===== src/rtl/bcd_sub_serial.sv =====
// Digit-serial BCD subtractor: captures two DIGITS-wide BCD operands and
// produces a - b - bin one digit per cycle, least significant digit first.
module bcd_sub_serial #(
  parameter int DIGITS = 100
) (
  input  logic                  clk,
  input  logic                  areset_n,
  input  logic                  in_valid,
  output logic                  in_ready,
  input  logic [4*DIGITS-1:0]   a,
  input  logic [4*DIGITS-1:0]   b,
  input  logic                  bin,
  output logic                  out_valid,
  input  logic                  out_ready,
  output logic [4*DIGITS-1:0]   diff,
  output logic                  bout,
  output logic                  err
);

  localparam int CW = $clog2(DIGITS + 1);

  typedef enum logic [1:0] {
    IDLE = 2'd0,
    RUN  = 2'd1,
    DONE = 2'd2
  } state_t;

  state_t              state_q, state_d;
  logic [CW-1:0]       cnt_q, cnt_d;
  logic [4*DIGITS-1:0] a_q, a_d;
  logic [4*DIGITS-1:0] b_q, b_d;
  logic [4*DIGITS-1:0] diff_q, diff_d;
  logic                br_q, br_d;
  logic                bout_q, bout_d;
  logic                err_q, err_d;

  logic [3:0]          a_dig, b_dig, res_dig;
  logic [4:0]          t;
  logic                br_new;
  logic                last_dig;

  // Select the operand digits addressed by the counter.
  always_comb begin
    a_dig = '0;
    b_dig = '0;
    for (int i = 0; i < DIGITS; i++) begin
      if (cnt_q == CW'(i)) begin
        a_dig = a_q[i*4 +: 4];
        b_dig = b_q[i*4 +: 4];
      end
    end
  end

  // a_i - b_i - br lies in -16..15, so a 5-bit two's-complement result suffices;
  // adding 10 modulo 16 on the low nibble gives the borrowed digit.
  always_comb begin
    t       = {1'b0, a_dig} - {1'b0, b_dig} - {4'b0000, br_q};
    br_new  = t[4];
    res_dig = t[4] ? (t[3:0] + 4'd10) : t[3:0];
  end

  assign last_dig = (cnt_q == CW'(DIGITS - 1));

  always_comb begin
    state_d = state_q;
    cnt_d   = cnt_q;
    a_d     = a_q;
    b_d     = b_q;
    diff_d  = diff_q;
    br_d    = br_q;
    bout_d  = bout_q;
    err_d   = err_q;

    unique case (state_q)
      IDLE: begin
        if (in_valid) begin
          a_d     = a;
          b_d     = b;
          br_d    = bin;
          cnt_d   = '0;
          err_d   = 1'b0;
          state_d = RUN;
        end
      end
      RUN: begin
        for (int i = 0; i < DIGITS; i++) begin
          if (cnt_q == CW'(i)) diff_d[i*4 +: 4] = res_dig;
        end
        br_d = br_new;
        if ((a_dig > 4'd9) || (b_dig > 4'd9)) err_d = 1'b1;
        if (last_dig) begin
          bout_d  = br_new;
          state_d = DONE;
        end else begin
          cnt_d = cnt_q + CW'(1);
        end
      end
      DONE: begin
        if (out_ready) state_d = IDLE;
      end
      default: state_d = IDLE;
    endcase
  end

  always_ff @(posedge clk or negedge areset_n) begin
    if (!areset_n) begin
      state_q <= IDLE;
      cnt_q   <= '0;
      a_q     <= '0;
      b_q     <= '0;
      diff_q  <= '0;
      br_q    <= 1'b0;
      bout_q  <= 1'b0;
      err_q   <= 1'b0;
    end else begin
      state_q <= state_d;
      cnt_q   <= cnt_d;
      a_q     <= a_d;
      b_q     <= b_d;
      diff_q  <= diff_d;
      br_q    <= br_d;
      bout_q  <= bout_d;
      err_q   <= err_d;
    end
  end

  assign in_ready  = (state_q == IDLE);
  assign out_valid = (state_q == DONE);
  assign diff      = diff_q;
  assign bout      = bout_q;
  assign err       = err_q;

endmodule


===== config.mk =====
export PLATFORM = sky130hd
export DESIGN_NAME = bcd_sub_serial
export DESIGN_NICKNAME = d
export VERILOG_FILES = /design/src/rtl/bcd_sub_serial.sv
export SDC_FILE = /design/constraint.sdc
export NUM_CORES = 2
export LEC_CHECK = 0
export ABC_AREA = 1
export CAP_MARGIN = 20
export CORE_AREA = 3 3 466 468
export DETAILED_ROUTE_END_ITERATION = 8
export DIE_AREA = 0 0 469 471
export PLACE_DENSITY_LB_ADDON = 0.1
export SLEW_MARGIN = 25
export SYNTH_ARGS = -nofsm -noshare
export SYNTH_HDL_FRONTEND = slang
export SYNTH_SLANG_ARGS = --single-unit

===== constraint.sdc =====
create_clock -name clk -period 10.29 [get_ports clk]
set_input_delay 2.058 -clock clk [delete_from_list [all_inputs] [get_ports clk]]
set_output_delay 2.058 -clock clk [all_outputs]
set_load 0.02 [all_outputs]

-- After elaboration in Yosys (flattened, before gate mapping)
Cells that the tools add are included.
- $add $sub $neg: 4
- multipliers: 0
- div/mod/pow operators: 0
- order comparisons: 2
- equal/unequal tests: 106
- shifts and indexed selects: 0
- multiplexer cells: 213
- bitwise operators: 0
- reduce and logical (&&, ||, !) cells: 109
- operators with widths (cell ; number):
    $mux 4 ; 201
    $eq 7x7->1 const B ; 36
    $eq 7x6->1 const B ; 32
    $reduce_and 2->1 ; 102
    $eq 7x5->1 const B ; 16
    $eq 7x4->1 const B ; 8
    $eq 7x3->1 const B ; 4
    $eq 7x2->1 const B ; 2
    $mux 7 ; 2
    $pmux 7 s2 ; 1
    $reduce_and 3->1 ; 3
    $gt 4x4->1 const B ; 2
    $ne 2x2->1 const B ; 4
    $add 7x1->7 const B ; 1
    $eq 7x1->1 const B ; 1
    $logic_not 7->1 ; 1
    $mux 2 ; 3
    $pmux 2 s3 ; 1
    $sub 4x4->5 ; 1
    $sub 5x1->5 ; 1
    $add 4x4->4 const B ; 1
    $pmux 1 s2 ; 2
    $mux 1 ; 3
    $eq 2x1->1 const B ; 1
    5 further kinds ; 5
- bits in registers: 1212
- bits in latches: 0
- RAM bits: 0
- memory bits (read-only): 0
- output and inout bits: 404
- memories: 0

-- Logic depth before layout (Yosys ltp)
- depth after elaboration: 105
- gate-level depth with buffers: 124
- mapped depth without buffers: 123

-- Worst setup path after synthesis
OpenSTA, ideal clock, no wires.
- path type: flip-flop to flip-flop
- start point: register cnt_q[0]
- end point: register diff_q[399], in the netlist diff[399]
- setup time: 0.117 ns
- data arrival time: 8.760 ns
- required time: 10.173 ns
- path slack: 1.413 ns
- stages on the path, launching flop included: 125
- buffers on the path: 2
- cells stage by stage: dfrtp_1 > inv_1 > ha_1 > inv_1 > nor2_1 > nand2_1 > nor2_1 > nand2_1 > nand2_1 > o21ai_0 > o21ai_0 > o211ai_1 > nand2_1 > o211ai_1 > nand3_1 > o21ai_0 > nand2_1 > o21ai_0 > [... 89 more ...] > nand2_1 > nand2_1 > nand2_1 > nand2_1 > nand2_1 > fa_1 > fa_1 > or2_2 > a21oi_1 > xor2_1 > inv_1 > or2_2 > xor2_1 > nand3_2 > buf_6 > buf_8 > nand3_2 > nand2_1
- cells in the longest elaborated chain, start to end: 105
- elaborated cells on any way between the ends: 305
- RTL lines (element ; RTL line ; RTL):
    from (decl) ; 29 ; logic [CW-1:0] cnt_q, cnt_d;
    from (signal assigned) ; 117 ; cnt_q <= cnt_d;
    $logic_not 7->1 ; 47 ; if (cnt_q == CW'(i)) begin
    $mux 4 (100 in series) ; 47 ;
    $sub 4x4->5 ; 57 ; t = {1'b0, a_dig} - {1'b0, b_dig} - {4'b0000, br_q};
    $sub 5x1->5 ; 57 ;
    $add 4x4->4 ; 59 ; res_dig = t[4] ? (t[3:0] + 4'd10) : t[3:0];
    $mux 4 ; 59 ;
    to (signal assigned) ; 120 ; diff_q <= diff_d;
    to (decl) ; 32 ; logic [4*DIGITS-1:0] diff_q, diff_d;
Parallel ways exist; a longest one is shown, timed or not.
A chain may end at the register's enable or synchronous reset.

-- Worst setup path in the final report
- start point: register cnt_q[0]
- end point: register diff_q[283], in the netlist diff[283]
Same word-level chain as after synthesis.

==> results.txt <==
Final min period: 10670 ps
Async S/R FF share, synth: 1.00
Die area: 221000 sq um
Simple-gate area share of the yosys netlist: 0.341
Final Cycle Share: 1.04
Setup ws final: -377 ps
Num Clock Sinks: 1212
Number of I/O port buffers: 1208
Worst Path Max Fanout: 6
Slowest CP cell: dfrtp_1
Max-cap violations: 0
Synth top area share: 0.547
Antenna violations before repair: 137
Largest cells by area after synthesis: dfrtp_1 55%, nand2_1 26%, nor2_1 4.2%
Syn_nets: 8166
Via count of the routed design: 53497
RSZ-0062 raised after global routing: yes
Total Wirelength: 286 mm
Area fraction in compound gates after synthesis: 0.0595
Worst EP required: 11030 ps
Initial Util: 0.259
Vias in the first global route: 53922
Clk Latency, worst-skew pair: 820 ps
Violated checks: setup timing
CP Capture Type: register
DRT iter0 DRCs: 4069
CP top delay family: simple AND/OR/NAND/NOR gates
Grt total ovfl: 0
Residual DRC: 0
I/O pin count: 1209
Synth-to-layout area growth: 43.7%
Gr usage total: 0.243
Kind of critical path: register to register
Worst path bufs/invs: 10
Root buf cell: clkbuf_16
Yosys warns: 0
Startpoint types: register
Slew @ Worst Pin: 1240 ps
DRT Pass-1 Iters: 5
XOR/XNOR Fraction of Synth Area: 0.000474
Most frequent cells after synthesis: 3905 x nand2_1, 1212 x dfrtp_1, 626 x nor2_1, 377 x o21ai_0, 337 x inv_1
Hold Fails Final Rpt: 0
Hold Buf Count CTS: 0
GPL Wtd Cong: 0.877
Slew Limit Fails: 0
CORE AREA: 214000 sq um
Mean area per synthesized cell: 7.55 sq um
Total CTS buffers: 151
Yosys cell types: 37
#FFs+latches synth: 1212
H-tree depth reported by CTS: 4
Die height: 471 um
Synth Instances: 7350
Pre-CTS WS: -1620 ps
Share of cells above drive strength 1: 0.112
Final Core Density: 0.373
Per-cell routed wire length: 24.3 um
Most common cell in the netlist: nand2_1
CP arrival: 11410 ps
Hold WC Path Type: register to register
Critical Path Most Common Cell: nand2_1
Clk slew on worst S/H paths: 60 ps
Post-synthesis mux area share: 0
Via density per instance: 4.55
Relative slew slack: 0.173
Max Clk Rate: 0.0937 GHz
Nets: 9570
Largest family of logic cells by synthesized area: simple AND/OR/NAND/NOR gates
First-pass GRT wire length: 391 mm
Number of flops mapped to enable cells by yosys: 0
Antenna Nets Post-Route: 0
Synth Area in Adders: 0.00275
Seq/Total Area, Yosys: 0.547
Outcome: finished, violations left
Bufs on Longest Clock Path: 3
Clock Skews: 39.7 ps
# rows: 170
Critical Path Max Stage Delay: 380 ps
Placed cells: 11381
Post-Syn Area: 55500 sq um
Largest net degree at the start of global routing: 184
Detailed placement HPWL: 203 mm
Cell taking the most area after synthesis: dfrtp_1
CTS tree: done
DIE WIDTH: 469 um
Placed cell area: 72400 sq um
Most common flop cell mapped by yosys: dfrtp_1
Post-route cell area: 79700 sq um
Final setup fails: 295
Finished Layout Cells: 11760
path summary, 6_finish.rpt:
check | from | to | slack (ps) | cells after the start
hold reg to reg | diff[307]$_DFFE_PN0P_ | diff[307]$_DFFE_PN0P_ | 470 | 2
min in group asynchronous | areset_n | diff[188]$_DFFE_PN0P_ | 1210 | 1
max in group asynchronous | areset_n | a_q[321]$_DFFE_PN0P_ | 6950 | 3
hold / removal | diff[307]$_DFFE_PN0P_ | diff[307]$_DFFE_PN0P_ | 470 | 2
setup reg to reg | cnt_q[0]$_DFFE_PN0P_ | diff[283]$_DFFE_PN0P_ | -380 | 121
setup / recovery | cnt_q[0]$_DFFE_PN0P_ | diff[283]$_DFFE_PN0P_ | -380 | 121
state kept, by name, summed over array words and instances (netlist names):
register	flops
err	1
br_q	1
b_q	400
diff	400
bout	1
state_q	2
a_q	400
cnt_q	7
layer usage:
layer	up-vias	global-route usage	part of all wire
met2	1838	0.398	0.47
li1	25463	-	-
met5	-	0	0.0023
met4	92	0.0898	0.039
met3	492	0.0602	0.069
met1	25612	0.310	0.42
final cells by class:
| type | instances | area [sq um] |
|---|---|---|
| tap | 2838 | 3550 |
| inverter | 359 | 1380 |
| antenna | 51 | 128 |
| clock buffer | 219 | 4430 |
| fill | 22511 | 134000 |
| clock inverter | 51 | 627 |
| sequential | 1212 | 30300 |
| timing repair buffer | 1566 | 16000 |
| multi-input combinational | 5464 | 23300 |
cell usage in the layout, fill, tap and decap left out, types with 8 or more instances in the layout:
master	n
o21ai_2	34
buf_16	23
o21ai_0	293
nor2_1	621
clkbuf_8	33
nand3_1	40
buf_4	273
a21oi_1	253
nand3_2	111
buf_6	13
nand4_1	11
bufinv_16	8
nor2_4	8
dfrtp_1	1211
clkbuf_1	32
clkbuf_16	169
nand2_2	104
nand2_4	11
clkinv_1	10
or2_2	67
nor3_1	9
nor2_2	9
o21ai_1	51
inv_1	326
inv_2	16
diode_2	51
buf_12	34
a21oi_2	8
clkdlybuf4s50_1	1207
nand2_1	3794
clkinv_2	24
through the flow:
stage / hold slack [ps] / setup TNS, ps
after floorplan: 441 / 0
after global routing: 489 / -344340
after CTS: 473 / -182950
after detailed placement: 458 / -371310
final: 469 / -61420
after global placement: 453 / -367840
tightest hold or removal path, delay by kind of cell, from the launching register on:
family           cells  cell delay [ps]
and+or+nand+nor      2               90
DFF                  1              340
logic make-up after synthesis:
kind of cell / Yosys count
flip-flops: 1212
AO/OA/AOI/OAI: 653
adder cells (fa/ha/maj): 11
AND/OR/NAND/NOR: 4797
buffers and inverters: 674
XOR/XNOR: 3
what timing repair did:
action,4_1_cts,5_1_grt
setup buffers,17,16
endpoints found under the setup margin,378,402
gates resized for setup,117,274
pin swaps,56,152
gates cloned,10,20
Power is not shown: default switching activity piles up to over one toggle a cycle in this logic, so the estimate is an artifact.
